--- src/rtl/interrupt_controller_if.sv ---
// Bus between the interrupt controller and its environment: request lines, mask write port,
// FSM service handshake and the controller's status outputs.
interface interrupt_controller_if #(
    parameter int unsigned NUM_SOURCES  = 15,
    parameter int unsigned VECTOR_WIDTH = 4
);
    logic [NUM_SOURCES-1:0]  irq;
    logic                    mask_we;
    logic [NUM_SOURCES-1:0]  mask_wdata;
    logic                    processing_interrupt;
    logic [VECTOR_WIDTH-1:0] interrupt;
    logic [NUM_SOURCES-1:0]  mask;
    logic [NUM_SOURCES-1:0]  pending;
    logic [NUM_SOURCES-1:0]  in_service;

    modport master (
        output irq, mask_we, mask_wdata, processing_interrupt,
        input  interrupt, mask, pending, in_service
    );

    modport slave (
        input  irq, mask_we, mask_wdata, processing_interrupt,
        output interrupt, mask, pending, in_service
    );
endinterface

--- src/rtl/interrupt_controller.sv ---
// Prioritising interrupt controller: rising-edge capture, enable mask, lowest-index-wins vector
// with a one-request-per-service handshake. Define IRQ_SYNC_EN to add a 2-flop irq synchronizer.
module interrupt_controller #(
    parameter int unsigned NUM_SOURCES  = 15,
    parameter int unsigned VECTOR_WIDTH = 4
) (
    input logic                   clk,
    input logic                   rst_n,
    interrupt_controller_if.slave bus
);
    typedef enum logic [1:0] {StIdle, StReq, StService} state_e;

    state_e                  state_q;
    logic [VECTOR_WIDTH-1:0] interrupt_q;
    logic [VECTOR_WIDTH-1:0] sel_q;
    logic [NUM_SOURCES-1:0]  in_service_q;
    logic [NUM_SOURCES-1:0]  mask_q;
    logic [NUM_SOURCES-1:0]  pending_q, pending_d;
    logic [NUM_SOURCES-1:0]  irq_s, irq_prev_q, rise;
    logic [NUM_SOURCES-1:0]  eligible, clr_mask;
    logic [VECTOR_WIDTH-1:0] win_idx;
    logic                    clr_req;

`ifdef IRQ_SYNC_EN
    logic [NUM_SOURCES-1:0] irq_meta_q, irq_sync_q;

    always_ff @(posedge clk or negedge rst_n) begin
        if (!rst_n) begin
            irq_meta_q <= '0;
            irq_sync_q <= '0;
        end else begin
            irq_meta_q <= bus.irq;
            irq_sync_q <= irq_meta_q;
        end
    end

    assign irq_s = irq_sync_q;
`else
    assign irq_s = bus.irq;
`endif

    assign rise     = irq_s & ~irq_prev_q;
    assign eligible = pending_q & mask_q;
    assign clr_req  = (state_q == StReq) && bus.processing_interrupt;
    assign clr_mask = clr_req ? (NUM_SOURCES'(1) << sel_q) : '0;
    // A fresh edge on the bit being cleared wins, so that request is not lost.
    assign pending_d = (pending_q & ~clr_mask) | rise;

    always_comb begin
        win_idx = '0;
        for (int i = int'(NUM_SOURCES) - 1; i >= 0; i--) begin
            if (eligible[i]) win_idx = VECTOR_WIDTH'(i);
        end
    end

    always_ff @(posedge clk or negedge rst_n) begin
        if (!rst_n) begin
            irq_prev_q <= '0;
            pending_q  <= '0;
            mask_q     <= '0;
        end else begin
            irq_prev_q <= irq_s;
            pending_q  <= pending_d;
            if (bus.mask_we) mask_q <= bus.mask_wdata;
        end
    end

    always_ff @(posedge clk or negedge rst_n) begin
        if (!rst_n) begin
            state_q      <= StIdle;
            interrupt_q  <= '0;
            sel_q        <= '0;
            in_service_q <= '0;
        end else begin
            unique case (state_q)
                StIdle: begin
                    if (|eligible) begin
                        sel_q       <= win_idx;
                        interrupt_q <= win_idx + VECTOR_WIDTH'(1);
                        state_q     <= StReq;
                    end else begin
                        interrupt_q <= '0;
                    end
                end
                // Committed request: held until the FSM acknowledges it.
                StReq: begin
                    if (bus.processing_interrupt) begin
                        in_service_q <= NUM_SOURCES'(1) << sel_q;
                        interrupt_q  <= '0;
                        state_q      <= StService;
                    end
                end
                StService: begin
                    interrupt_q <= '0;
                    if (!bus.processing_interrupt) begin
                        in_service_q <= '0;
                        state_q      <= StIdle;
                    end
                end
                default: begin
                    state_q      <= StIdle;
                    interrupt_q  <= '0;
                    in_service_q <= '0;
                end
            endcase
        end
    end

    assign bus.interrupt  = interrupt_q;
    assign bus.mask       = mask_q;
    assign bus.pending    = pending_q;
    assign bus.in_service = in_service_q;
endmodule
--- src/flat_wrapper.sv ---
// flat-port wrapper written by rule: the top's interface ports become plain ports
module interrupt_controller_flat 
#(
    parameter int unsigned NUM_SOURCES  = 15,
    parameter int unsigned VECTOR_WIDTH = 4
)
  (clk, rst_n, bus_irq, bus_mask_we, bus_mask_wdata, bus_processing_interrupt, bus_interrupt, bus_mask, bus_pending, bus_in_service);
  interrupt_controller_if #(.NUM_SOURCES(NUM_SOURCES), .VECTOR_WIDTH(VECTOR_WIDTH)) bus_i ();
  input logic clk;
  input logic rst_n;
  input wire logic [$bits(bus_i.irq)-1:0] bus_irq;
  input wire logic [$bits(bus_i.mask_we)-1:0] bus_mask_we;
  input wire logic [$bits(bus_i.mask_wdata)-1:0] bus_mask_wdata;
  input wire logic [$bits(bus_i.processing_interrupt)-1:0] bus_processing_interrupt;
  output wire logic [$bits(bus_i.interrupt)-1:0] bus_interrupt;
  output wire logic [$bits(bus_i.mask)-1:0] bus_mask;
  output wire logic [$bits(bus_i.pending)-1:0] bus_pending;
  output wire logic [$bits(bus_i.in_service)-1:0] bus_in_service;
  assign bus_i.irq = bus_irq;
  assign bus_i.mask_we = bus_mask_we;
  assign bus_i.mask_wdata = bus_mask_wdata;
  assign bus_i.processing_interrupt = bus_processing_interrupt;
  assign bus_interrupt = bus_i.interrupt;
  assign bus_mask = bus_i.mask;
  assign bus_pending = bus_i.pending;
  assign bus_in_service = bus_i.in_service;
  interrupt_controller #(.NUM_SOURCES(NUM_SOURCES), .VECTOR_WIDTH(VECTOR_WIDTH)) u_core (.clk(clk), .rst_n(rst_n), .bus(bus_i));
endmodule
--- config.mk ---
export PLATFORM = sky130hd
export DESIGN_NAME = interrupt_controller_flat
export DESIGN_NICKNAME = d
export VERILOG_FILES = /design/src/rtl/interrupt_controller_if.sv /design/src/rtl/interrupt_controller.sv /design/src/flat_wrapper.sv
export SDC_FILE = /design/constraint.sdc
export NUM_CORES = 1
export LEC_CHECK = 0
export ABC_AREA = 0
export BUFFER_PORTS_ARGS = -buffer_cell sky130_fd_sc_hd__buf_2
export CORE_ASPECT_RATIO = 0.6
export CORE_UTILIZATION = 45
export DETAILED_ROUTE_END_ITERATION = 10
export PLACE_DENSITY = 0.7
export RECOVER_POWER = 50
export SYNTH_ARGS = -nofsm -noshare
export SYNTH_HDL_FRONTEND = slang
export SYNTH_SLANG_ARGS = --single-unit
--- constraint.sdc ---
create_clock -name clk -period 3.09 [get_ports clk]
set_clock_uncertainty 0.2 [all_clocks]
set_input_delay 0.1545 -clock clk [delete_from_list [all_inputs] [get_ports clk]]
set_output_delay 0.1545 -clock clk [all_outputs]
set_load 0.01 [all_outputs]
==> impl_results.md <==
- Outcome: complete, no violations
- Largest net degree at the start of global routing: 41
- Min-delay worst type: in2reg
- Critical Path Sink: u_core.bus.interrupt[1]$_DFFE_PN0P_
- Starting DRC count in detailed routing: 106
- Vias/cell: between 5 and 6
- Netlist Area Pre-Place: about 2800 um2
- Proportion of layout cells with a drive suffix above 1: between 10% and 20%
- Post-synthesis cell type count: 37
- Peak supply drop: 0.309 mV
- Critical Path RT: 3.13 ns
- DP HPWL: 5070 um
- Storage cell area: 1750 um2
- Fin. max-slew vios: 0
- Commonest non-fill, non-tap cells in the layout: dfrtp_1 (70), clkbuf_1 (64), nand2_1 (53)
- Avg Inst Size Synth: about 11 um2
- Placed Cells: approximately 400
- Slew headroom: between 30 and 40%
- R2R cell count: 7
- Final hold violation count: 0
- Crit path launch type: flip-flop
- Port Buffers: a little over 80
- Total Power: about 2.6 mW
- Via count: 2301
- Num CTS Buffers: 9
- Clock Pin Slew Worst Setup and Hold Paths: ~0.070 ns
- Post-synth net total: 280
- RSZ-0062 raised after global routing: false
- Worst Path Class, Setup: reg2reg
- Cells after Synth: 245
- RePlAce Congestion: about 0.83
- Synth top area share: 62.6%
- Met3 GRT Util: 7.97%
- Leak: 1.72 nW
- WL/cell: approximately 16 um
- Cell taking the most area after synthesis: dfrtp_1
- M1 GR Usage: between 30% and 40%
- Layout net count: 401
- Worst skew pair latency: 0.35 ns
- Final core utilization: 64.5%
- Reg2reg setup slack: approximately 0.80 ns
- Worst setup margin: about 0.8 ns
- Layer with the highest usage: met2
- CP peak stage delay: between 0.4 and 0.5 ns
- Residual DRC: 0
- Final cell count without fillers: between 400 and 500
- Pre-antenna DRT Iters: 4
- Global-route wire length before repair: roughly 12000 um
- Final wirelength: around 7100 um
- Initial core utilization: 48.4%
- Initial antenna violation count: 0
- Seq/Total Area, Yosys: 62.6%
- Critical path cell sequence: a22o_1, a31oi_1, o21ai_0, a22oi_1, nor2_1, ha_1, a22o_2
- Worst Path Arrival: around 2.3 ns
- Area Growth Syn to Fin: 33.4%
- Setup tns final: 0 ns
- Critical Path Start: u_core.bus.pending[9]$_DFF_PN0_
- FILL cells: 509
- TritonCTS clock tree: yes
- Diode count: 0
- Overall Global Routing Usage: 24.1%
- Die area: around 6500 um2
- Area occupied by multi-input gates: 953 um2
- Power per cell area: 700 nW/um2
- Max-cap violations: 0
- Clock Sinks: 70
- Top FF cell, synth: dfrtp_1
- Worst-Margin Slew: a little over 0.9 ns
- Synth Register Bits: 70
- Die Span Y: 63.1 um
- Most common cell after layout, fill and taps aside: dfrtp_1
- Asr flop ratio synth: 100%
- I/O pin cnt: 83
- Std-Cell Rows: 21
- DRT antenna net count: 0
- Chip width: 104 um
- Floorplan Core Area: roughly 5800 um2
- Global route overflow: 0
- Top area cells in the synthesized netlist: dfrtp_1 (63%), nand2_1 (7.1%), mux2_2 (6.0%)
- Met2 GRT Util: a little over a third
- Worst r2r src: u_core.bus.pending[9]$_DFF_PN0_
- Setup crit end kind: flip-flop
- Highest clock rate: 436 MHz
- Slowest CP cell: dfrtp_1
- Dpl ws: approximately 0.86 ns
- Vias in the first global route: between 2000 and 2500
- CTS HTree Levels: 3
- Clock buffer depth: 2
- CTS root buf: clkbuf_8
- Post-synth EDFFs: 0
- Final setup violation count: 0
- Synth Warn #: 0
- RR Endpoint: u_core.bus.interrupt[1]$_DFFE_PN0P_
- Final worst path period share: 74.2%
- Minimum clock period: around 2.3 ns
- Critical-path maximum fanout: 5
[synth_stat cells (all sizes together) (3+ instances only)]
| cell | n |
|---|---|
| nand2b | 4 |
| buf | 3 |
| nand2 | 53 |
| nor3 | 4 |
| o21ai | 20 |
| and2 | 3 |
| dfrtp | 70 |
| nand3 | 4 |
| mux2 | 16 |
| a22oi | 8 |
| clkbuf | 4 |
| nor2 | 5 |
| inv | 17 |
| a32o | 3 |
| a22o | 9 |
[repair_timing]
item                      4_1_cts  5_1_grt
hold buffers                   32        0
buffers inserted                0        0
resized for setup               0        0
hold endpoints to repair       84        0
[critical path, delay by kind of cell (launching register included)]
family | cells | cell delay [ns]
adders and majority gates | 1 | 0.28
AOI/OAI and AO/OA | 5 | 1.18
and+or+nand+nor | 1 | 0.10
DFF | 1 | 0.43
[layout make-up]
type	instances	share of cell area, %
well taps	80	2.68
multi-input cells	151	25.6
clock buffers	11	3.79
inverters	17	1.71
clock inverters	4	1.27
repair buffers	117	18.0
flip-flops and latches	70	46.9
[flip-flops by register name, indices dropped and copies added, names as in the netlist]
name,flops
u_core.bus.in_service,15
u_core.bus.interrupt,4
u_core.bus.mask,15
u_core.bus.pending,15
u_core.irq_prev_q,15
u_core.sel_q,4
u_core.state_q,2
[where the power goes]
group          internal (mW)  total [mW]  switching (mW)
Combinational          0.280       0.648           0.368
Clock                  0.388       0.723           0.335
Sequential              1.06        1.24           0.177
[routing by layer]
| layer | routed length (um) | up-vias |
|---|---|---|
| met1 | 3400 | 1102 |
| met4 | 91 | 0 |
| li1 | - | 1091 |
| met5 | 0 | - |
| met2 | 2980 | 99 |
| met3 | 600 | 9 |
[through the flow]
| stage | area (um2) | hold slack [ns] |
|---|---|---|
| finish | 3730 | 0.124 |
| CTS | 3810 | 0.123 |
| detailed placement | 3300 | 0.0804 |
| global route | 3730 | 0.135 |
| global placement | 3300 | 0.0764 |
| floorplan | 2800 | -0.341 |
[kinds of logic (layout without fill, tap and decap cells)]
logic type | count (synthesis) | in the layout | share of synthesized area [%]
xor+xnor | 2 | 2 | 0.626
mux | 17 | 17 | 6.80
simple gates | 79 | 79 | 12.5
compound gates | 52 | 52 | 13.7
fa+ha+maj | 1 | 1 | 0.447
buf+inv | 24 | 149 | 3.31
flops | 70 | 70 | 62.6
[worst min path at each step]
stage,depth (start not counted),startpoint,endpoint,slack [ns]
6_report,2,bus_mask_we,u_core.bus.mask[0]$_DFFE_PN0P_,0.12
5_1_grt,2,bus_mask_we,u_core.bus.mask[0]$_DFFE_PN0P_,0.14
4_1_cts,2,bus_mask_we,u_core.bus.mask[0]$_DFFE_PN0P_,0.12
3_5_place_dp,1,bus_irq[4],u_core.irq_prev_q[4]$_DFF_PN0_,0.08
3_3_place_gp,1,bus_irq[2],u_core.irq_prev_q[2]$_DFF_PN0_,0.08
2_1_floorplan,0,rst_n,u_core.bus.in_service[0]$_DFFE_PN0P_,-0.34
No activity file was read; power rests on OpenSTA's default activity.
